===== src/rtl/ui_cfg_pkg.sv =====
// Shared project constants for the UI configuration path.
// The display and timer blocks import these so their field widths match.
`timescale 1ns/1ps
package ui_cfg_pkg;

  localparam int PROG_W       = 3;
  localparam int MOD_W        = 2;
  localparam int DEB_CONT_DEF = 50;

endpackage


===== src/rtl/ui_cfg_btn_deb.sv =====
// Per-button two-flop synchronizer and counting debouncer.
// rise is a registered one-cycle flag, set on the same edge that deb goes 0->1.
`timescale 1ns/1ps
module btn_deb #(
  parameter int DEB_CONT = 50
) (
  input  logic clk,
  input  logic rst,
  input  logic raw,
  output logic deb,
  output logic rise
);

  localparam int CNT_W = $clog2(DEB_CONT + 1);
  localparam logic [CNT_W-1:0] CNT_LAST = CNT_W'(DEB_CONT - 1);

  logic             sync1;
  logic             s;
  logic [CNT_W-1:0] cnt;

  // NOTE: sequential state uses non-blocking assignments only, so every flop
  // samples pre-edge values; with blocking, sync1->s would collapse to one stage.
  always_ff @(posedge clk) begin
    if (rst) begin
      sync1 <= 1'b0;
      s     <= 1'b0;
      deb   <= 1'b0;
      cnt   <= '0;
      rise  <= 1'b0;
    end else begin
      sync1 <= raw;
      s     <= sync1;
      rise  <= 1'b0;
      if (s == deb) begin
        cnt <= '0;
      end else if (cnt == CNT_LAST) begin
        deb  <= s;
        cnt  <= '0;
        rise <= s;
      end else begin
        cnt <= cnt + 1'b1;
      end
    end
  end

endmodule


===== src/rtl/ui_cfg.sv =====
// UI configuration: two debounced buttons step the prog and modulo selectors.
// Outputs are registers; lock drops presses in the cycle they would apply.
`timescale 1ns/1ps
module ui_cfg
  import ui_cfg_pkg::*;
#(
  parameter int DEB_CONT = DEB_CONT_DEF
) (
  input  logic              clk,
  input  logic              rst,
  input  logic              btn_prog,
  input  logic              btn_mod,
  input  logic              lock,
  output logic [PROG_W-1:0] prog,
  output logic [MOD_W-1:0]  modulo,
  output logic              cfg_upd
);

  logic prog_deb;
  logic prog_rise;
  logic mod_deb;
  logic mod_rise;
  logic prog_ev;
  logic mod_ev;

  btn_deb #(.DEB_CONT(DEB_CONT)) u_deb_prog (
    .clk  (clk),
    .rst  (rst),
    .raw  (btn_prog),
    .deb  (prog_deb),
    .rise (prog_rise)
  );

  btn_deb #(.DEB_CONT(DEB_CONT)) u_deb_mod (
    .clk  (clk),
    .rst  (rst),
    .raw  (btn_mod),
    .deb  (mod_deb),
    .rise (mod_rise)
  );

  // An event only counts while its accepted level is still high.
  assign prog_ev = prog_rise & prog_deb;
  assign mod_ev  = mod_rise & mod_deb;

  // Counters wrap naturally at their field width (7->0, 3->0).
  always_ff @(posedge clk) begin
    if (rst) begin
      prog    <= '0;
      modulo  <= '0;
      cfg_upd <= 1'b0;
    end else begin
      cfg_upd <= 1'b0;
      if (!lock) begin
        if (prog_ev) prog   <= prog + 1'b1;
        if (mod_ev)  modulo <= modulo + 1'b1;
        cfg_upd <= prog_ev | mod_ev;
      end
    end
  end

endmodule


===== config.mk =====
export PLATFORM = sky130hd
export DESIGN_NAME = ui_cfg
export DESIGN_NICKNAME = d
export VERILOG_FILES = /design/src/rtl/ui_cfg_pkg.sv /design/src/rtl/ui_cfg_btn_deb.sv /design/src/rtl/ui_cfg.sv
export SDC_FILE = /design/constraint.sdc
export NUM_CORES = 1
export LEC_CHECK = 0
export ABC_AREA = 1
export BUFFER_PORTS_ARGS = -buffer_cell sky130_fd_sc_hd__buf_2
export CORE_MARGIN = 3
export CORE_UTILIZATION = 60
export DETAILED_ROUTE_END_ITERATION = 12
export GPL_ROUTABILITY_DRIVEN = 0
export MAX_ROUTING_LAYER = met4
export PLACE_DENSITY = 0.81
export SLEW_MARGIN = 10
export SYNTH_ARGS = -nofsm -noshare
export SYNTH_HDL_FRONTEND = slang
export SYNTH_SLANG_ARGS = --single-unit

===== constraint.sdc =====
create_clock -name clk -period 1.6 [get_ports clk]
set_clock_uncertainty 0.1 [all_clocks]
set_input_delay 0.08 -clock clk [delete_from_list [all_inputs] [get_ports clk]]
set_output_delay 0.08 -clock clk [all_outputs]
set_load 0.005 [all_outputs]

==> metrics.md, run 1 <==
| Metric | Value |
|---|---|
| Clock Latency Late Sink | `roughly 310 ps` |
| Post-route clock period utilization | `83.7%` |
| Endpoint class of the critical path | `flop` |
| Sw Ratio | `20.2%` |
| YS warnings | `0` |
| Worst Max-Slew Pin Slew | `between 200 and 250 ps` |
| Avg WL per Cell | `between 9 and 10 µm` |
| EDFF count, synth | `0` |
| DRC Markers | `0` |
| # H-tree levels | `1` |
| RSZ-0062 raised after global routing | `false` |
| Pwr/cell area | `roughly 800 mW/mm²` |
| # fillers | `118` |
| Clock power share | `31.4%` |
| Dominant synthesized flop cell | `dfxtp_1` |
| Most frequent cells in the layout | `dfxtp_1 (26), nor2_1 (22), inv_1 (20)` |
| Mean Syn Cell Area | `approximately 8.3 µm²` |
| Bufs and invs on worst path | `3` |
| Sequential share of power | `64.7%` |
| Max_slew headroom | `85.4%` |
| CTS tree | `yes` |
| Status | `complete, no violations` |
| Syn_nets | `approximately 140` |
| Synth Instances | `134` |
| Routed via count | `~850` |
| CTS root buffer | `clkbuf_4` |
| First-pass GRT wire length | `approximately 3200 µm` |
| Worst path slowest cell | `dlygate4sd3_1` |
| Commonest non-fill, non-tap cell in the layout | `dfxtp_1` |
| Sink Count | `26` |
| Max Cap Violations | `0` |
| Sequential share of the synthesized area | `47.0%` |
| Max incr delay on CP | `550 ps` |
| Final ANT Viol Nets | `0` |
| # nets final | `between 150 and 200` |
| WL final | `1740 µm` |
| Vias in the first global route | `774` |
| Setup TNS | `0 ps` |
| Leak | `0.578 nW` |
| GRT Total Usage | `roughly 17%` |
| Total power | `1.02 mW` |
| Synthesized cell area | `around 0.0011 mm²` |
| Post-cts sizing count | `0` |
| GR Overflow Total | `0` |
| Largest net degree at the start of global routing | `15` |
| NetSw | `205 µW` |
| Initial Util | `68.8%` |
| Synth top area share | `47.0%` |
| WP data arrival | `1460 ps` |
| Setup crit start kind | `primary input` |
| CP required | `1720 ps` |
| Layout cell share with drive strength beyond 1 | `15.0%` |
| Fin. Hold Viols | `0` |
| Core Rows | `14` |
| Number of distinct library cells after synthesis | `21` |
| Worst vdd ir | `0.643 mV` |
| Die ar. | `0.00240 mm²` |
| Pint | `813 µW` |
| Most area-hungry cell type in the Yosys netlist | `dfxtp_1` |
| Min-Delay Path Class | `reg2reg` |
| Post-synthesis async set-or-reset flop share | `0%` |
| Combinational fraction of design power | `between 3 and 4%` |
| Port-buffer cells | `10` |
| Clock Tree Buf Depth | `2` |
| Layout Area Growth over Synthesis | `14.9%` |
| CP top delay family | `buffers and inverters` |
| I/O pin total | `11` |
| CTS Buf Count | `3` |
| Post-synthesis register bit count | `26` |
| DPL Wire Length | `between 1000 and 1500 µm` |
| Clk slew on worst S/H paths | `130 ps` |
| Top cells by area, synth | `dfxtp_1 (47%), nor2_1 (7.4%), inv_1 (6.8%)` |
| Core area | `about 0.0016 mm²` |
| Crit path max fanout | `11` |
| Highest Clock Rate | `747 MHz` |
| Die Wd | `49.0 µm` |
| Crit path time final | `1340 ps` |
| N_diodes | `0` |
| Max Slew Vio Count | `0` |
| Vias per inst | `roughly 4.8` |
| First drt pass iteration count | `4` |
| Initial antenna violation count | `0` |
| Critical path type | `in2reg` |
| Final setup viols | `0` |
| DRT iter0 DRCs | `12` |
| Most used cell, CP | `dlygate4sd3_1` |
| DIE HEIGHT | `49.0 µm` |
| Postcts setup bufs | `0` |
| Critical-path cell list | `dlygate4sd3_1, buf_2, nor2_1, dlygate4sd3_1` |
## Yosys cell counts, drive strengths merged, types with 3 or more instances
| cell | n |
|---|---|
| xnor2 | 3 |
| dfxtp | 26 |
| ha | 5 |
| a21oi | 8 |
| nand3 | 11 |
| nand2 | 20 |
| xor2 | 5 |
| nand4 | 3 |
| inv | 20 |
| nor2 | 25 |
| o21ai | 5 |
## final timing paths
kind	start	to	slack (ps)	depth (start not counted)
setup / recovery	rst	u_deb_prog.sync1$_SDFF_PP0_	260	4
hold / removal	u_deb_prog.sync1$_SDFF_PP0_	u_deb_prog.s$_SDFF_PP0_	320	2
setup reg to reg	u_deb_mod.cnt[0]$_SDFF_PP0_	u_deb_mod.cnt[4]$_SDFF_PP0_	420	5
hold reg to reg	u_deb_prog.sync1$_SDFF_PP0_	u_deb_prog.s$_SDFF_PP0_	320	2
## state kept, by name, indices dropped and copies added (netlist names), 2 cells and up
register        count
u_deb_mod.cnt       6
modulo              2
u_deb_prog.cnt      6
prog                3
## cells by family (layout without fill, tap and decap cells)
logic type	Yosys count	after routing	synth area share (%)
AND/OR/NAND/NOR	61	61	27.1
flip-flops	26	26	47.0
buffers and inverters	21	40	7.79
AO/OA/AOI/OAI	13	13	6.21
XOR/XNOR	8	8	6.32
adder cells (fa/ha/maj)	5	5	5.64
## worst register-to-register path, cell delays in order (launching register included)
cell and delay, ps:
dfxtp_1 440, ha_1 220, nand3_1 100, xnor2_1 140, inv_1 50, nor2_1 80
## power groups by stage
stage	registers, mW	clock network [mW]	logic [mW]
2_1_floorplan	0.672	0	0.0199
3_3_place_gp	0.672	0	0.0264
3_5_place_dp	0.673	0	0.0272
4_1_cts	0.659	0.335	0.0389
5_1_grt	0.660	0.363	0.0446
6_report	0.659	0.320	0.0398
## stage by stage
stage	area (µm²)	util, %	hold slack [ps]	setup slack, ps	cells
6_report	1270	79.0	316	261	177
5_1_grt	1270	79.0	338	219	177
4_1_cts	1270	79.0	313	290	177
3_5_place_dp	1180	73.1	189	429	167
3_3_place_gp	1180	73.1	177	487	167
2_1_floorplan	1110	-	87.0	526	134
## what timing repair did
item	4_1_cts	5_1_grt
hold buffers	6	0
endpoints found under the setup margin	0	0
hold endpoints to repair	10	0
## layout make-up
cell class	instances	area, µm²	share of cell area [%]
flip-flops and latches	26	520	40.9
multi-input cells	87	502	39.4
repair buffers	16	110	8.64
inverters	20	75.1	5.89
clock buffers	4	36.3	2.85
well taps	24	30.0	2.36
## layer usage
layer  GRT usage [%]  vias to the layer above  routed length (µm)
met3            3.06                        4                  49
met1            22.0                      375                 917
met4            8.53                        0                  33
li1                -                      457                   -
met5               -                        -                   0
met2            26.0                       12                 735
(Power assumes the default switching activity.)
==> run 2: changes to the inputs <==
--- a/config.mk
+++ b/config.mk
@@ -8,11 +8,11 @@
 export ABC_AREA = 1
 export BUFFER_PORTS_ARGS = -buffer_cell sky130_fd_sc_hd__buf_2
 export CORE_MARGIN = 3
-export CORE_UTILIZATION = 60
+export CORE_UTILIZATION = 50
 export DETAILED_ROUTE_END_ITERATION = 12
 export GPL_ROUTABILITY_DRIVEN = 0
 export MAX_ROUTING_LAYER = met4
-export PLACE_DENSITY = 0.81
+export PLACE_DENSITY = 0.72
 export SLEW_MARGIN = 10
 export SYNTH_ARGS = -nofsm -noshare
 export SYNTH_HDL_FRONTEND = slang
==> constraint.sdc (replaced) <==
create_clock -name clk -period 1.1 [get_ports clk]
set_clock_uncertainty 0.1 [all_clocks]
set_input_delay 0.055 -clock clk [delete_from_list [all_inputs] [get_ports clk]]
set_output_delay 0.055 -clock clk [all_outputs]
set_load 0.005 [all_outputs]
==> run 2 against run 1 <==
Non-clock buffer count rose by 2. Highest routed layer unchanged. Register-to-register slack got worse by 390 ps. Cell count rose by 2.8%. Via count rose by 2.9%. Hold slack got worse by 260 ps.
==> metrics.md, run 2 (synthesized netlist as in run 1, its figures left out) <==
| Metric | Value |
|---|---|
| Status | `complete, no violations` |
| Core Rows | `16` |
| Initial antenna violation count | `0` |
| DRT iter0 DRCs | `12` |
| CTS root buffer | `clkbuf_4` |
| # fillers | `about 160` |
| RSZ-0062 raised after global routing | `true` |
| Reg2reg path depth | `4` |
| Vias in the first global route | `863` |
| Routed via count | `873` |
| Layout cell share with drive strength beyond 1 | `between 30 and 40%` |
| Port-buffer cells | `10` |
| WP data arrival | `1250 ps` |
| Clock Tree Buf Depth | `2` |
| Avg WL per Cell | `11.2 µm` |
| Largest net degree at the start of global routing | `16` |
| Final setup viols | `0` |
| Endpoint class of the critical path | `flop` |
| Max Cap Violations | `0` |
| DIE HEIGHT | `53.1 µm` |
| Initial Util | `54.8%` |
| Core area | `slightly above 0.002 mm²` |
| GRT Total Usage | `between 10% and 20%` |
| DPL Wire Length | `1370 µm` |
| Critical Path Source | `u_deb_prog.cnt[0]$_SDFF_PP0_` |
| Max_slew headroom | `78.9%` |
| RR Startpoint | `u_deb_prog.cnt[0]$_SDFF_PP0_` |
| # nets final | `166` |
| Fin. Hold Viols | `0` |
| N_diodes | `0` |
| # H-tree levels | `1` |
| Clk slew on worst S/H paths | `140 ps` |
| Layout Area Growth over Synthesis | `29.1%` |
| Commonest non-fill, non-tap cell in the layout | `nand2_1` |
| Leak | `just over 0.6 nW` |
| Final ANT Viol Nets | `0` |
| Crit path to | `u_deb_prog.cnt[4]$_SDFF_PP0_` |
| Sink Count | `26` |
| GR Overflow Total | `0` |
| Die ar. | `0.00282 mm²` |
| First drt pass iteration count | `4` |
| I/O pin total | `11` |
| Min-Delay Path Class | `in2reg` |
| Max Slew Vio Count | `0` |
| Crit path time final | `between 1000 and 1500 ps` |
| Crit path max fanout | `5` |
| Pwr/cell area | `approximately 1200 mW/mm²` |
| Final Instance Area | `0.00143 mm²` |
| Dpl cells | `174` |
| Finished Layout Cells | `182` |
| Area post-placement | `0.00121 mm²` |
| CTS Buf Count | `3` |
| DRC Markers | `0` |
| Highest Clock Rate | `932 MHz` |
| Setup crit start kind | `flop` |
| Clock Latency Late Sink | `320 ps` |
| Top flop regs | `u_deb_mod.cnt x6, u_deb_prog.cnt x6, prog x3` |
| WL final | `a little over 2000 µm` |
| FF-to-FF End | `u_deb_prog.cnt[4]$_SDFF_PP0_` |
| Vias per inst | `4.80` |
| CTS tree | `yes` |
| Post-route clock period utilization | `97.6%` |
| Critical path type | `reg2reg` |
| Most frequent cells in the layout | `nand2_1 (19), nor2_1 (18), inv_1 (17)` |
| Worst Max-Slew Pin Slew | `317 ps` |
| First-pass GRT wire length | `3420 µm` |
| CP required | `1270 ps` |
| Worst vdd ir | `0.932 mV` |
| R2r setup slk | `30 ps` |
| Die Wd | `about 53 µm` |
[run 2: routing by layer]
metal	routed length [µm]	global-route usage, %	vias to the layer above
met5	0	-	-
met4	14	5.96	0
met3	53	4.51	2
met2	1130	31.2	13
met1	838	17.0	399
li1	-	-	459
[run 2: area by class of cell]
type	instances	area [µm²]	area share, %
multi-input combinational	87	597	41.7
sequential	26	548	38.3
timing repair buffer	18	125	8.74
inverter	20	75.1	5.24
tap	27	33.8	2.36
clock inverter	1	30.0	2.10
clock buffer	3	22.5	1.57
[run 2: worst max-delay path, stage by stage, from the launching register on]
cell	delay, ps
dfxtp_4	410
ha_2	190
nand3_1	90
xor2_1	150
nor2_1	90
[run 2: how the worst min path moves through the flow]
stage / depth (start not counted) / end / slack, ps / from
after floorplan: 2 / u_deb_mod.sync1$_SDFF_PP0_ / 60 / btn_mod
after global placement: 3 / u_deb_mod.sync1$_SDFF_PP0_ / 160 / btn_mod
after detailed placement: 3 / u_deb_mod.sync1$_SDFF_PP0_ / 180 / btn_mod
after CTS: 2 / u_deb_prog.s$_SDFF_PP0_ / 300 / u_deb_prog.sync1$_SDFF_PP0_
after global routing: 2 / u_deb_mod.deb$_SDFFE_PP0P_ / 70 / rst
final: 2 / u_deb_mod.deb$_SDFFE_PP0P_ / 50 / rst
[run 2: power by group]
group	switching (mW)	internal, mW	total [mW]
logic	0.0340	0.0347	0.0686
clock network	0.277	0.369	0.645
registers	0.00793	0.942	0.950
[run 2: through the flow]
| step | setup slack, ps | hold WS, ps | total power, mW | TNS, ps | util [%] |
|---|---|---|---|---|---|
| final | 26.9 | 53.0 | 1.66 | 0 | 70.8 |
| after global routing | -49.3 | 68.3 | 1.73 | -123 | 70.8 |
| after CTS | 9.90 | 297 | 1.69 | 0 | 65.2 |
| after detailed placement | -27.3 | 180 | 1.03 | -73.7 | 59.9 |
| after global placement | 13.9 | 162 | 1.02 | 0 | 59.9 |
| after floorplan | 25.6 | 62.0 | 1.01 | 0 | - |
[run 2: what timing repair did]
item                       CTS  global route
setup buffers                0             1
hold buffers                 4             0
resized for setup            6            36
pin swaps                    0             8
hold endpoints to repair     9             0
setup endpoints to repair   12            17
==> run 3: changes to the inputs <==
--- a/config.mk
+++ b/config.mk
@@ -13,6 +13,7 @@
 export GPL_ROUTABILITY_DRIVEN = 0
 export MAX_ROUTING_LAYER = met4
 export PLACE_DENSITY = 0.72
+export RECOVER_POWER = 25
 export SLEW_MARGIN = 10
 export SYNTH_ARGS = -nofsm -noshare
 export SYNTH_HDL_FRONTEND = slang
==> run 3 against run 2 <==
Sequential power barely moved. Register-to-register slack barely moved. Power about the same. Die area stayed put. Critical path depth is the same. Largest power group unchanged. Flip-flop and latch count unchanged. First-iteration DRC count unchanged. Combinational power about the same. Sequential share of layout area is 0.054 points lower. Clock-buffer cell count unchanged. Fmax unchanged.
==> metrics.md, run 3 (synthesized netlist as in run 1, its figures left out) <==
| Metric | Value |
|---|---|
| CTS root buffer | `clkbuf_4` |
| # fillers | `160` |
| Die ar. | `0.00282 mm²` |
| GRT Total Usage | `16.9%` |
| CTS tree | `yes` |
| # H-tree levels | `1` |
| Area of the multi-input gates | `between 500 and 600 µm²` |
| Reg area | `547 µm²` |
| Leak | `0.608 nW` |
| Final Instance Area | `0.00143 mm²` |
| Sw Ratio | `19.1%` |
| Most frequent cells in the layout | `nand2_1 (19), nor2_1 (18), inv_1 (17)` |
| Crit path max fanout | `5` |
| Critical path type | `reg2reg` |
| GR Overflow Total | `0` |
| Core area | `0.00202 mm²` |
| Clk slew on worst S/H paths | `140 ps` |
| Layout Area Growth over Synthesis | `29.0%` |
| Layout cell share with drive strength beyond 1 | `36.1%` |
| Setup crit start kind | `flop` |
| Endpoint class of the critical path | `flop` |
| Core Rows | `16` |
| Die Wd | `53.1 µm` |
| DIE HEIGHT | `53.1 µm` |
| # nets final | `166` |
| Hold_ws | `roughly 60 ps` |
| DRT iter0 DRCs | `12` |
| First-pass GRT wire length | `3420 µm` |
| WL final | `2030 µm` |
| Fin. Hold Viols | `0` |
| CP required | `around 1300 ps` |
| NetSw | `approximately 320 µW` |
| Final ANT Viol Nets | `0` |
| Max_slew headroom | `78.9%` |
| Commonest non-fill, non-tap cell in the layout | `nand2_1` |
| DPL Wire Length | `1370 µm` |
| Clock Latency Late Sink | `320 ps` |
| Post-route clock period utilization | `around 98%` |
| Total power | `around 1.7 mW` |
| Status | `complete, no violations` |
| Initial Util | `54.8%` |
| CTS Buf Count | `3` |
| Final setup viols | `0` |
| Worst Max-Slew Pin Slew | `approximately 320 ps` |
| N_diodes | `0` |
| Area post-placement | `0.00121 mm²` |
| Clock Tree Buf Depth | `2` |
| Crit path time final | `1070 ps` |
| First drt pass iteration count | `4` |
| Clock power share | `38.8%` |
| Worst vdd ir | `approximately 0.93 mV` |
| Combinational fraction of design power | `4.1%` |
| Avg WL per Cell | `11.2 µm` |
| Pwr/cell area | `1160 mW/mm²` |
| DRC Markers | `0` |
| RSZ-0062 raised after global routing | `true` |
| Port-buffer cells | `10` |
| Top flop regs | `u_deb_mod.cnt x6, u_deb_prog.cnt x6, prog x3` |
| Max Slew Vio Count | `0` |
| Sequential share of power | `57.1%` |
| I/O pin total | `11` |
| Largest net degree at the start of global routing | `16` |
| Min-Delay Path Class | `in2reg` |
| Sink Count | `26` |
| Pint | `between 1 and 1.5 mW` |
| Max Cap Violations | `0` |
| WP data arrival | `1250 ps` |
| Vias in the first global route | `863` |
| Initial antenna violation count | `0` |
| Routed via count | `873` |
| Vias per inst | `4.80` |
| Highest Clock Rate | `932 MHz` |
-- run 3: path summary, 6_finish.rpt --
| path | from | end | slack, ps | cells past startpoint |
|---|---|---|---|---|
| setup / recovery | u_deb_prog.cnt[0]$_SDFF_PP0_ | u_deb_prog.cnt[4]$_SDFF_PP0_ | 30 | 4 |
| hold / removal | rst | u_deb_mod.deb$_SDFFE_PP0P_ | 60 | 2 |
| setup reg to reg | u_deb_prog.cnt[0]$_SDFF_PP0_ | u_deb_prog.cnt[4]$_SDFF_PP0_ | 30 | 4 |
| hold reg to reg | u_deb_prog.sync1$_SDFF_PP0_ | u_deb_prog.s$_SDFF_PP0_ | 290 | 2 |
-- run 3: metal layers --
metal  wire length (µm)  vias up  share of wire, %  GRT usage [%]
li1                   -      459                 -              -
met1                838      399                41           17.0
met2               1130       13                55           31.2
met3                 53        2               2.6           4.51
met4                 14        0              0.69           5.96
met5                  0        -                 0              -
-- run 3: timing repair --
item / in CTS / in global routing
hold endpoints to repair: 9 / 0
hold buffers: 4 / 0
pin swaps: 0 / 8
endpoints found under the setup margin: 12 / 17
setup buffers: 0 / 1
resized for setup: 6 / 36
gates cloned: 0 / 0
-- run 3: worst max-delay path: stages (launching register included) --
cell and delay (ps):
dfxtp_4 410, ha_2 190, nand3_1 90, xor2_1 150
nor2_1 90
-- run 3: area by class of cell --
class	instances	share of cell area, %
repair buffers	18	8.75
multi-input cells	87	41.7
well taps	27	2.36
clock buffers	3	1.57
flip-flops and latches	26	38.2
inverters	20	5.25
clock inverters	1	2.10
-- run 3: through the flow --
step	util, %	setup TNS (ps)	setup slack [ps]	cells
6_report	70.7	0	26.9	182
5_1_grt	70.7	-143	-49.3	182
4_1_cts	65.2	0	9.90	182
3_5_place_dp	59.9	-73.7	-27.3	174
3_3_place_gp	59.9	0	13.9	174
2_1_floorplan	-	0	25.6	134
-- run 3: power groups by stage --
stage	clock, mW	combinational (mW)	sequential (mW)
after floorplan	0	0.0289	0.977
after global placement	0	0.0470	0.977
after detailed placement	0	0.0483	0.978
after CTS	0.666	0.0615	0.958
after global routing	0.699	0.0765	0.953
final	0.645	0.0686	0.950
